**config.mk**
```make
export PLATFORM = sky130hd
export DESIGN_NAME = fetch_stage
export DESIGN_NICKNAME = d
export VERILOG_FILES = /design/src/rtl/fetch_stage.sv
export SDC_FILE = /design/constraint.sdc
export NUM_CORES = 1
export LEC_CHECK = 0
export BUFFER_PORTS_ARGS = -buffer_cell sky130_fd_sc_hd__clkbuf_2
export CORE_ASPECT_RATIO = 0.7
export CORE_UTILIZATION = 56
export DETAILED_ROUTE_END_ITERATION = 10
export MAX_ROUTING_LAYER = met4
export PLACE_DENSITY = 0.82
export SETUP_SLACK_MARGIN = 0.4
export SLEW_MARGIN = 40
export SYNTH_ARGS = -nofsm -noshare
export SYNTH_HDL_FRONTEND = slang
export SYNTH_SLANG_ARGS = --single-unit
```
**constraint.sdc**
```tcl
create_clock -name clk -period 6.2 [get_ports clk]
set_input_delay 1.55 -clock clk [delete_from_list [all_inputs] [get_ports clk]]
set_output_delay 1.55 -clock clk [all_outputs]
set_load 0.02 [all_outputs]
```
**src/rtl/fetch_stage.sv**
```systemverilog
// Instruction-fetch stage and IF/ID pipeline register.
// Keeps at most one req/ack fetch in flight and handles decode stalls and PC redirects.
module fetch_stage #(
  parameter logic [31:0] RESET_PC  = 32'h0000_0000,
  parameter logic [31:0] NOP_INSTR = 32'h0000_0013
) (
  input  logic        clk,
  input  logic        rst_n,
  output logic        imem_req,
  output logic [31:0] imem_addr,
  input  logic        imem_ack,
  input  logic [31:0] imem_rdata,
  input  logic        redirect_valid,
  input  logic [31:0] redirect_pc,
  input  logic        id_ready,
  output logic        id_valid,
  output logic [31:0] id_instr,
  output logic [31:0] id_pc,
  output logic        id_imm_sel
);
  localparam logic [6:0] OPCODE_RTYPE = 7'b0110011;

  typedef enum logic [1:0] {ST_RUN, ST_WAIT, ST_DISCARD} state_e;

  state_e      state_q, state_d;
  logic [31:0] pc_q, pc_d;
  logic [31:0] discAddr_q, discAddr_d;
  logic        idValid_q, idValid_d;
  logic [31:0] idInstr_q, idInstr_d;
  logic [31:0] idPc_q, idPc_d;
  logic        idImmSel_q, idImmSel_d;
  logic        fetchHs;
  logic        load;

  // A new fetch leaves RUN only when the IF/ID slot is free or draining this cycle.
  always_comb begin
    imem_req  = 1'b0;
    imem_addr = pc_q;
    case (state_q)
      ST_RUN:     imem_req = (!idValid_q || id_ready) && !redirect_valid;
      ST_WAIT:    imem_req = 1'b1;
      ST_DISCARD: begin
        imem_req  = 1'b1;
        imem_addr = discAddr_q;
      end
      default:    imem_req = 1'b0;
    endcase
    if (!rst_n) imem_req = 1'b0;
  end

  assign fetchHs = imem_req && imem_ack;

  always_comb begin
    state_d    = state_q;
    pc_d       = pc_q;
    discAddr_d = discAddr_q;
    idValid_d  = idValid_q;
    idInstr_d  = idInstr_q;
    idPc_d     = idPc_q;
    idImmSel_d = idImmSel_q;
    load       = 1'b0;

    if (idValid_q && id_ready) begin
      idValid_d  = 1'b0;
      idInstr_d  = NOP_INSTR;
      idImmSel_d = 1'b0;
    end

    if (redirect_valid) begin
      idValid_d  = 1'b0;
      idInstr_d  = NOP_INSTR;
      idImmSel_d = 1'b0;
      pc_d       = redirect_pc & 32'hFFFF_FFFC;
      case (state_q)
        ST_RUN:  state_d = ST_RUN;
        ST_WAIT: begin
          // The in-flight fetch belongs to the old path; remember its address for the bus.
          if (imem_ack) begin
            state_d = ST_RUN;
          end else begin
            state_d    = ST_DISCARD;
            discAddr_d = pc_q;
          end
        end
        ST_DISCARD: if (imem_ack) state_d = ST_RUN;
        default:    state_d = ST_RUN;
      endcase
    end else begin
      case (state_q)
        ST_RUN: begin
          if (fetchHs)       load    = 1'b1;
          else if (imem_req) state_d = ST_WAIT;
        end
        ST_WAIT: begin
          if (imem_ack) begin
            load    = 1'b1;
            state_d = ST_RUN;
          end
        end
        ST_DISCARD: if (imem_ack) state_d = ST_RUN;
        default:    state_d = ST_RUN;
      endcase
    end

    if (load) begin
      idValid_d  = 1'b1;
      idInstr_d  = imem_rdata;
      idPc_d     = pc_q;
      idImmSel_d = (imem_rdata[6:0] != OPCODE_RTYPE);
      pc_d       = pc_q + 32'd4;
    end
  end

  always_ff @(posedge clk or negedge rst_n) begin
    if (!rst_n) begin
      state_q    <= ST_RUN;
      pc_q       <= RESET_PC;
      discAddr_q <= '0;
      idValid_q  <= 1'b0;
      idInstr_q  <= NOP_INSTR;
      idPc_q     <= '0;
      idImmSel_q <= 1'b0;
    end else begin
      state_q    <= state_d;
      pc_q       <= pc_d;
      discAddr_q <= discAddr_d;
      idValid_q  <= idValid_d;
      idInstr_q  <= idInstr_d;
      idPc_q     <= idPc_d;
      idImmSel_q <= idImmSel_d;
    end
  end

  assign id_valid   = idValid_q;
  assign id_instr   = idInstr_q;
  assign id_pc      = idPc_q;
  assign id_imm_sel = idImmSel_q;
endmodule

```
**Word level (Yosys, flattened, before mapping)**

Cells that the tools add are included.

- Flip-flop bits (word level): 132
- Latch bits: 0
- RAM bits: 0
- Memory bits (read-only): 0
- Input port bits: 69
- Output and inout port bits: 99
- Logic and storage cells: 49
- Memories: 0

- Add/subtract/negate cells: 1
- Multiply operators: 0
- Divide/modulo/power cells: 0
- Magnitude comparators: 0
- Eq/ne operators: 5
- Shifts and indexed selects: 0
- Muxes and demuxes: 23
- Bitwise logic cells: 1
- Reductions and logical operators: 12

Operators by type and width:

| kind | count |
|---|---|
| $mux 32 | 6 |
| $add 32x3->32 const B | 1 |
| $mux 2 | 5 |
| $mux 1 | 8 |
| $pmux 2 s2 | 2 |
| $ne 7x6->1 const B | 1 |
| $ne 3x3->1 const B | 2 |
| $pmux 1 s2 | 2 |
| $logic_and 1x1->1 | 3 |
| $reduce_and 3->1 | 1 |
| $reduce_bool 3->1 | 1 |
| $eq 2x1->1 const B | 1 |
| $eq 2x2->1 const B | 1 |
| $logic_not 1->1 | 2 |
| $logic_not 2->1 | 1 |
| $reduce_and 2->1 | 1 |
| $reduce_bool 2->1 | 1 |
| $reduce_or 2->1 | 1 |
| $logic_or 1x1->1 | 1 |
| $not 1->1 | 1 |

**Depth between registers and ports, before layout**

Gate-level depths: netlist (run 1).

- Depth after elaboration: 10
- Depth in mapped cells: 10
- Gate-level depth less buffers: 7

**Worst setup path before layout (run 1)**

Ideal clock, no wire load.

- Path kind: input to output
- Start: input redirect_valid
- End: output imem_req
- Arrival time: 2.235 ns
- Required time: 4.650 ns
- Setup slack: 2.415 ns
- Stages on the path: 3
- Buffers on the path: 0
- Path through: nor2b_1 > a21oi_1 > nor2b_1

- Word-level cells in the longest chain between the ends: 4

Ends and longest elaborated chain:

| item | RTL line | RTL |
|---|---|---|
| start, declared | 13 | `input logic redirect_valid,` |
| $logic_not 1->1 | 40 | `ST_RUN: imem_req = (!idValid_q \|\| id_ready) && !redirect_valid;` |
| $logic_and 1x1->1 | 40 |  |
| $pmux 1 s2 | 39 | `case (state_q)` |
| $mux 1 | 48 | `if (!rst_n) imem_req = 1'b0;` |
| end, declared | 9 | `output logic imem_req,` |

Every way passes these cells.

**Final worst setup path (run 1)**

- Start: input rst_n
- End: output imem_req

- Word-level cells in the longest chain between the ends: 1

Ends and longest elaborated chain:

| item | RTL line | RTL |
|---|---|---|
| start, declared | 8 | `input logic rst_n,` |
| $mux 1 | 48 |  |

Every way passes these cells.

==> impl_results.md, run 1 <==
* Status: finished, final reports clean
* Clock latency on the worst-skew pair at 410 ps
* Area of the multi-input gates at 2480 sq um
* Hold Path Origin: discAddr_q[16]
* Combinational family with the most area after synthesis: multiplexers
* Ys flop type: dfrtp_1
* Compound-Gate Fraction of Synth Area at 10.5%
* Clock share of power at 34.9%
* Reg2Reg Setup Slack at 3080 ps
* Worst endpoint data arrival time at 2930 ps
* Total CTS buffers at 17
* Ys async rst share at 100%
* Syn Area/Cell at 11.9 sq um
* CP Capture Type: output port
* Total GRT Usage at 28.0%
* Final setup fails at 0
* Startpoint Class: input pin
* F_max at 0.223 GHz
* NetSw at 0.779 mW
* Post-synth top area share at 53.2%
* Slowest cell on crit path: buf_6
* Via Count at 4459
* Area share of fa/ha/maj cells after synthesis at 1.08%
* Commonest non-fill, non-tap cell in the layout: clkbuf_2
* Req. time, crit path at 4650 ps
* Slew headroom at 52.2%
* First-pass GRT wire length at 22100 microns
* Post-CTS setup buffers at 0
* Final nets at 712
* Congestion Overflow GR at 0
* Tmin final at 4480 ps
* CP Cell Sequence: buf_6, nor2b_1, nor2b_1, clkbuf_2
* Cell Rows at 30
* Residual DRC at 0
* Sequential Power Share at 43.2%
* Final worst path period share at 72.2%
* PwrDens at 362 nW/um^2
* WP buf/inv at 2
* Largest stage delay, worst path at 430 ps
* Clock skew at 10.0 ps
* Register area share after synthesis at 54.6%
* Yosys warns at 0
* Via density at 5.73
* Drt first-iter violations at 279
* Reg2Reg Capture Point: id_pc[13]
* Worst Hold Depth at 2
* Hold Path Class: register to register
* Worst VDD drop at 0.208 mV
* Fin. Hold Viols at 0
* Worst Tran Pin Value at 717 ps
* PostCTS Resize Cnt at 0
* Worst Path Max Fanout at 65
* GPL Wtd Cong at 0.838
* Most used cell, CP: nor2b_1
* Post-synthesis simple-gate area fraction at 10.2%
* Core Box Area at 9870 sq um
* Area grow syn2layout at 25.0%
* Cells after synthesis at 485
* Internal at 1.84 mW
* Hold Path End: discAddr_q[16]
* Fillers at 702
* Critical Path Stages at 4
* Yosys top cell by area: dfrtp_1
* Netlist Area Pre-Place at 5790 sq um
* Die Y at 87.0 microns
* Post-synth EDFFs at 0
* Vias in the first global route at 4364
* R2R cell count at 9
* Switching share of power at 29.8%
* Initial antenna violation count at 0
* Register area at 3160 sq um
* Starting Density at 58.6%
* Final ANT Viol Nets at 0
* Io pins at 168
* MaxCap Viol Count at 0
* Root buf cell: clkbuf_16
* Top cells by area, synth: dfrtp_1, mux2_2, a22o_1
* FF+latch count, synth at 126
* Htree depth at 4
* DRT Pass-1 Iters at 5
* Synth cell types at 44
* CTS tree: yes
* Die width at 123 microns
* Port Buffers at 161
* Multiplexer share of the synthesized area at 16.9%
* # clock sinks at 126
* Largest net degree at the start of global routing at 66
* DR WL/cell at 17.8 microns
* Reg clk slew, reported paths at 50 ps
* R2r startpoint: state_q[0]
* Hold_buf cts at 0
* Share of cells above drive strength 1 at 45.1%
* Total Die Area at 10700 sq um
* Diodes inserted at 0
* Final wirelength at 13900 microns
* Top Family by Delay on Critical Path: simple AND/OR/NAND/NOR gates
* Leak at 3.39 nW
* Setup CP Type: input pin to output port
* HPWL Detailed at 9410 microns
* Commonest non-fill, non-tap cells in the layout: clkbuf_2, dfrtp_1, mux2_2
* Maximum buffer depth of the clock tree at 2
* Hold_ws at 482 ps
* Comb power frac at 21.9%
* Synth Area in XOR/XNOR at 3.33%
* Final-report max-slew violation count at 0
* RSZ-0062 raised after global routing: false
* Setup total negative slack at 0 ps
## layout make-up
class	instances	area share (%)
inverters	8	0.415
clock buffers	24	6.66
multi-input cells	318	34.3
well taps	128	2.22
repair buffers	167	11.9
clock inverters	7	0.865
flip-flops and latches	126	43.7
## worst min-delay path, stage by stage (launching register included)
cell and delay (ps):
dfrtp_1 340, nand2_1 50, o21ai_0 60
## stage by stage
stage	cell area, sq um	std cells	setup WS (ps)	utilization, %	power [mW]
final	7230	778	1720	73.2	2.62
after global routing	7230	778	1560	73.2	2.74
after CTS	7210	778	1520	73.1	2.63
after detailed placement	6670	747	1520	67.5	1.71
after global placement	6660	747	1430	67.4	1.68
after floorplan	5800	488	2410	-	1.49
## how the worst max path moves through the flow
stage | start | end | slack, ps
after floorplan | redirect_valid | imem_req | 2410
after global routing | rst_n | imem_req | 1560
after CTS | rst_n | imem_req | 1520
final | rst_n | imem_req | 1720
after global placement | rst_n | id_pc[18] | 1430
after detailed placement | rst_n | imem_req | 1520
## sequential cells by signal, summed over array words and instances, names as in the netlist
signal and count:
id_pc 30, discAddr_q 30, state_q 2, id_imm_sel 1
id_instr 32, pc_q 30, id_valid 1
## kinds of logic (layout without fill, tap and decap cells)
family,after synthesis,count (layout)
other cells,1,4
compound gates,86,86
buf+inv,44,206
fa+ha+maj,5,5
mux,87,87
flops,126,126
xor+xnor,22,22
simple gates,114,114
## power groups by stage
stage / clock network (mW) / registers (mW) / logic, mW
3_3_place_gp: 0 / 1.12 / 0.556
3_5_place_dp: 0 / 1.14 / 0.573
5_1_grt: 0.958 / 1.16 / 0.620
6_report: 0.914 / 1.13 / 0.574
4_1_cts: 0.923 / 1.13 / 0.578
2_1_floorplan: 0 / 1.22 / 0.276
## Yosys cell counts (all sizes together), types with 7 or more instances
| library cell | number |
|---|---|
| o21ai | 33 |
| dfrtp | 123 |
| mux2 | 86 |
| nor2 | 12 |
| a31oi | 7 |
| a22o | 30 |
| xnor2 | 19 |
| clkbuf | 21 |
| nand3 | 10 |
| buf | 15 |
| nor4 | 11 |
| inv | 8 |
| nand2 | 41 |
## layer usage
metal	GRT usage [%]	vias to the layer above	share of wire (%)
li1	-	2051	-
met1	38.6	2224	45
met4	7.45	0	0.59
met5	-	-	0
met3	5.96	10	5.8
met2	42.2	174	48
Power figures use the tool's default switching activity.
==> inputs of run 2 (changes only) <==
--- a/config.mk
+++ b/config.mk
@@ -7,10 +7,10 @@
 export LEC_CHECK = 0
 export BUFFER_PORTS_ARGS = -buffer_cell sky130_fd_sc_hd__clkbuf_2
 export CORE_ASPECT_RATIO = 0.7
-export CORE_UTILIZATION = 56
+export CORE_UTILIZATION = 47
 export DETAILED_ROUTE_END_ITERATION = 10
 export MAX_ROUTING_LAYER = met4
-export PLACE_DENSITY = 0.82
+export PLACE_DENSITY = 0.73
 export SETUP_SLACK_MARGIN = 0.4
 export SLEW_MARGIN = 40
 export SYNTH_ARGS = -nofsm -noshare
==> constraint.sdc (replaced) <==
create_clock -name clk -period 4.05 [get_ports clk]
set_input_delay 1.0125 -clock clk [delete_from_list [all_inputs] [get_ports clk]]
set_output_delay 1.0125 -clock clk [all_outputs]
set_load 0.02 [all_outputs]
==> impl_results.md, run 2 (synthesis gave the netlist of run 1 again) <==
* Met2 wire length at 7150 microns (was 6730 microns)
* Die width at 135 microns (was 123 microns)
* Tmin final at 3160 ps
* RSZ-0062 raised after global routing: false (unchanged)
* Via Count at 4465 (was 4459)
* Hold Path Class: register to register (unchanged)
* Max reg flops at 32 (unchanged)
* Post-CTS setup buffers at 0 (unchanged)
* Drt first-iter violations at 260 (was 279)
* CTS tree: yes (unchanged)
* CP Capture Type: output port (unchanged)
* Root buf cell: clkbuf_16 (unchanged)
* Residual DRC at 0 (unchanged)
* GPL Wtd Cong at 0.807 (was 0.838)
* Clock skew at 7.04 ps (was 10.0 ps)
* M1 wire length at 6640 microns (was 6260 microns)
* Congestion Overflow GR at 0 (unchanged)
* Final setup fails at 0 (unchanged)
* Leak at 3.45 nW (was 3.39 nW)
* Worst Tran Pin Value at 732 ps (was 717 ps)
* Clock latency on the worst-skew pair at 410 ps (about the same)
* Total CTS buffers at 17 (unchanged)
* F_max at 0.316 GHz
* Final ANT Viol Nets at 0 (unchanged)
* Worst Path Max Fanout at 5 (was 65)
* Via density at 5.51 (was 5.73)
* Switching share of power at 28.8% (was 29.8%)
* Vias in the first global route at 4394 (was 4364)
* Overall Power at 4.18 mW (was 2.62 mW)
* Dpl ws at 837 ps (was 1520 ps)
* NetSw at 1.20 mW (was 0.779 mW)
* Final-report max-slew violation count at 0 (unchanged)
* Commonest non-fill, non-tap cell in the layout: clkbuf_2 (unchanged)
* Final nets at 716 (was 712)
* Share of cells above drive strength 1 at 45.3% (was 45.1%)
* Total Die Area at 12800 sq um (was 10700 sq um)
* Final worst path period share at 78.0%
* Setup CP Type: register to output port (was input pin to output port)
* First-pass GRT wire length at 23000 microns (was 22100 microns)
* Hold_buf cts at 0 (unchanged)
* Worst endpoint data arrival time at 2150 ps (was 2930 ps)
* Io pins at 168 (unchanged)
* Final wirelength at 14600 microns (was 13900 microns)
* Htree depth at 4 (unchanged)
* Setup total negative slack at 0 ps (unchanged)
* Maximum buffer depth of the clock tree at 2 (unchanged)
* # clock sinks at 126 (unchanged)
* DR WL/cell at 18.0 microns (was 17.8 microns)
* Reg clk slew, reported paths at 60 ps (was 50 ps)
* HPWL Detailed at 9800 microns (was 9410 microns)
* Largest net degree at the start of global routing at 82 (was 66)
* Slew headroom at 51.2% (was 52.2%)
* Clock share of power at 37.4% (was 34.9%)
* Starting Density at 48.8% (was 58.6%)
* Final WS setup at 890 ps (was 1720 ps)
* Total GRT Usage at 24.6% (was 28.0%)
* Diodes inserted at 0 (unchanged)
* Area grow syn2layout at 27.1% (was 25.0%)
* Core Box Area at 11900 sq um (was 9870 sq um)
* Initial antenna violation count at 0 (unchanged)
* Startpoint Class: register (was input pin)
* PostCTS Resize Cnt at 0 (unchanged)
* WL met3 at 617 microns (was 811 microns)
* MaxCap Viol Count at 0 (unchanged)
* Worst VDD drop at 0.309 mV (was 0.208 mV)
* Internal at 2.98 mW (was 1.84 mW)
* Cell Rows at 33 (was 30)
* Die Y at 94.8 microns (was 87.0 microns)
* Status: finished, final reports clean (unchanged)
* Comb power frac at 21.1% (was 21.9%)
* Sequential Power Share at 41.5% (was 43.2%)
* Req. time, crit path at 3040 ps (was 4650 ps)
* Fin. Hold Viols at 0 (unchanged)
* DRT Pass-1 Iters at 4 (was 5)
* Port Buffers at 161 (unchanged)
* PwrDens at 568 nW/um^2 (was 362 nW/um^2)
* Commonest non-fill, non-tap cells in the layout: clkbuf_2, dfrtp_1, mux2_2 (unchanged)
* Top sig layer: met4 (unchanged)
[run 2: cell types whose count changed in the layout (fill, tap and decap cells not counted), moves of 2 or more]
cell       before  now
buf_4           5   10
bufinv_16       1    3
clkbuf_8        3    5
clkinv_2        5    3
[run 2: metrics by stage]
stage               cells  cell area (sq um)  hold WS [ps]  utilization (%)
global placement      780               6720           462             56.7
detailed placement    780               6740           470             56.9
CTS                   811               7350           482             62.0
finish                811               7350           479             62.1
global route          811               7350           515             62.1
floorplan             488               5800           450                -
[run 2: final timing paths]
path                             endpoint           start  cells after the start  slack (ps)
setup reg to reg                 pc_q[31]      state_q[0]                      8        1100
max in group asynchronous       id_pc[27]           rst_n                      3        2180
setup / recovery                 imem_req      state_q[0]                      6         890
hold / removal             discAddr_q[16]  discAddr_q[16]                      2         480
min in group asynchronous        pc_q[14]           rst_n                      2         780
hold reg to reg            discAddr_q[16]  discAddr_q[16]                      2         480
[run 2: power by group through the flow]
stage               Clock [mW]  Combinational [mW]  Sequential, mW
floorplan                    0               0.423            1.86
global placement             0               0.857            1.72
detailed placement           0               0.883            1.75
CTS                       1.59               0.890            1.73
global route              1.65               0.948            1.77
finish                    1.56               0.881            1.73
[run 2: metal layers]
metal  global-route usage (%)  up-vias
met1                     32.7     2263
met2                     38.0      126
met3                     4.62       12
li1                         -     2064
met5                        -        -
met4                     8.33        0
[run 2: cell type report]
class | instances | area, sq um
Sequential cell | 126 | 3160
Multi-Input combinational cell | 318 | 2470
Fill cell | 950 | 4500
Timing Repair Buffer | 171 | 887
Clock inverter | 6 | 105
Clock buffer | 25 | 505
Tap cell | 157 | 196
Inverter | 8 | 30.0
[run 2: worst max-delay path, stage by stage (launching register included)]
cell and delay, ps:
dfrtp_1 430, inv_1 150, ha_1 220, nor2b_1 360, a21oi_1 110, nor2b_1 230
clkbuf_2 230
==> inputs of run 3 (changes only) <==
==> constraint.sdc (replaced) <==
create_clock -name clk -period 2.75 [get_ports clk]
set_input_delay 0.6875 -clock clk [delete_from_list [all_inputs] [get_ports clk]]
set_output_delay 0.6875 -clock clk [all_outputs]
set_load 0.02 [all_outputs]
==> impl_results.md, run 3 (synthesis gave the netlist of run 1 again) <==
* GPL Wtd Cong at 0.848 (was 0.807)
* PwrDens at 753 nW/um^2 (was 568 nW/um^2)
* Congestion Overflow GR at 0 (unchanged)
* Worst VDD drop at 0.491 mV (was 0.309 mV)
* Slowest cell on crit path: dfrtp_1 (unchanged)
* Worst Tran Pin Value at 694 ps (was 732 ps)
* Startpoint Class: register (unchanged)
* Placed inst area at 6850 sq um (was 6740 sq um)
* Via Count at 4839 (was 4465)
* Fin. Hold Viols at 0 (unchanged)
* Final WS setup at 248 ps (was 890 ps)
* Die Y at 94.8 microns (unchanged)
* Io pins at 168 (unchanged)
* Area of the multi-input gates at 2750 sq um (was 2470 sq um)
* Final ANT Viol Nets at 0 (unchanged)
* HPWL Detailed at 10000 microns (was 9800 microns)
* CP Cell Sequence: inv_2, ha_4, buf_12, buf_12, mux2_4, buf_8 (was inv_1, ha_1, nor2b_1, a21oi_1, nor2b_1, clkbuf_2)
* Die width at 135 microns (unchanged)
* Clock latency on the worst-skew pair at 410 ps (about the same)
* Overall Power at 6.33 mW (was 4.18 mW)
* Htree depth at 4 (unchanged)
* Final Non-Filler Cells at 856 (was 811)
* Status: finished, final reports clean (unchanged)
* Clock skew at 10.3 ps (was 7.04 ps)
* Starting Density at 48.8% (unchanged)
* CTS tree: yes (unchanged)
* Worst Path Max Fanout at 6 (was 5)
* Diodes inserted at 0 (unchanged)
* Worst endpoint data arrival time at 1810 ps (was 2150 ps)
* Largest net degree at the start of global routing at 74 (was 82)
* Finished Cell Area at 8400 sq um (was 7350 sq um)
* Drt first-iter violations at 300 (was 260)
* Req. time, crit path at 2060 ps (was 3040 ps)
* Fillers at 797 (was 950)
* Most used cell, CP: buf_12 (was nor2b_1)
* Setup CP Type: register to output port (unchanged)
* First-pass GRT wire length at 24200 microns (was 23000 microns)
* Core Box Area at 11900 sq um (unchanged)
* Total Die Area at 12800 sq um (unchanged)
* Final worst path period share at 91.0%
* Final nets at 760 (was 716)
* CP Capture Type: output port (unchanged)
* Largest stage delay, worst path at 400 ps (was 430 ps)
* Tmin final at 2500 ps
* Cell Rows at 33 (unchanged)
* Vias in the first global route at 4664 (was 4394)
* Final wirelength at 16700 microns (was 14600 microns)
* Total CTS buffers at 17 (unchanged)
* Final-report max-slew violation count at 0 (unchanged)
* Via density at 5.65 (was 5.51)
* Max reg flops at 32 (unchanged)
* RSZ-0062 raised after global routing: true (was false)
* Hold_buf cts at 0 (unchanged)
* DR WL/cell at 19.5 microns (was 18.0 microns)
* # clock sinks at 126 (unchanged)
* Final setup fails at 0 (unchanged)
* MaxCap Viol Count at 0 (unchanged)
* Final core utilization at 70.9% (was 62.1%)
* Maximum buffer depth of the clock tree at 2 (unchanged)
* Commonest non-fill, non-tap cell in the layout: clkbuf_2 (unchanged)
* Dpl ws at 64.9 ps (was 837 ps)
* Slew headroom at 53.6% (was 51.2%)
* Root buf cell: clkbuf_16 (unchanged)
* Register area at 3160 sq um (about the same)
* Total GRT Usage at 26.0% (was 24.6%)
* F_max at 0.400 GHz
* Leak at 3.94 nW (was 3.45 nW)
* Commonest non-fill, non-tap cells in the layout: clkbuf_2, dfrtp_1, mux2_2 (unchanged)
* Residual DRC at 0 (unchanged)
* Hold Path Class: input pin to asynchronous set/reset pin (was register to register)
* Port Buffers at 161 (unchanged)
* Reg clk slew, reported paths at 60 ps (about the same)
* Share of cells above drive strength 1 at 52.1% (was 45.3%)
* Hold_ws at 382 ps (was 479 ps)
* Area grow syn2layout at 45.3% (was 27.1%)
* DP Cell Count at 794 (was 780)
* Initial antenna violation count at 0 (unchanged)
* Setup total negative slack at 0 ps (unchanged)
* DRT Pass-1 Iters at 5 (was 4)
run 3: changes by cell type in the layout (fill, tap and decap cells not counted), moves of 4 or more:
cell / before / now
clkbuf_2: 160 / 129
mux2_2: 86 / 59
mux2_4: 0 / 27
buf_4: 10 / 33
buf_6: 1 / 22
buf_8: 0 / 16
buf_12: 0 / 8
o21ai_4: 0 / 4
run 3: layer usage:
layer | routed length (microns) | track usage (%)
met5 | 0 | -
met4 | 350 | 11.0
met3 | 901 | 5.69
met2 | 8100 | 39.9
met1 | 7370 | 33.5
run 3: where the power goes:
group	internal [mW]	switching, mW
Combinational	0.763	0.821
Clock	1.40	0.796
Sequential	2.28	0.272
run 3: path summary, 6_finish.rpt:
path,start,to,slack (ps),cells after the start
worst min register to register,id_pc[28],id_pc[28],500,1
min in group clk,redirect_pc[10],pc_q[10],490,3
worst max register to register,state_q[0],id_pc[24],290,11
worst max-delay path,state_q[0],imem_addr[4],250,6
max in group asynchronous,rst_n,state_q[1],1200,3
worst min-delay path,rst_n,id_pc[3],380,2
run 3: cell type report:
cell class | count | share of cell area, %
sequential | 126 | 37.6
tap | 157 | 2.34
clock inverter | 7 | 1.07
multi-input combinational | 319 | 32.7
clock buffer | 25 | 5.78
timing repair buffer | 214 | 20.2
inverter | 8 | 0.357
run 3: worst max-delay path, delay by kind of cell, from the launching register on:
kind       cells  cell delay [ps]
fa+ha+maj      1              180
buf+inv        4              490
flops          1              400
mux            1              320
run 3: repair_timing:
action,4_1_cts,5_1_grt
resized for setup,84,105
setup buffers,18,5
endpoints found under the setup margin,97,99
gates cloned,3,4
pin swaps,3,9
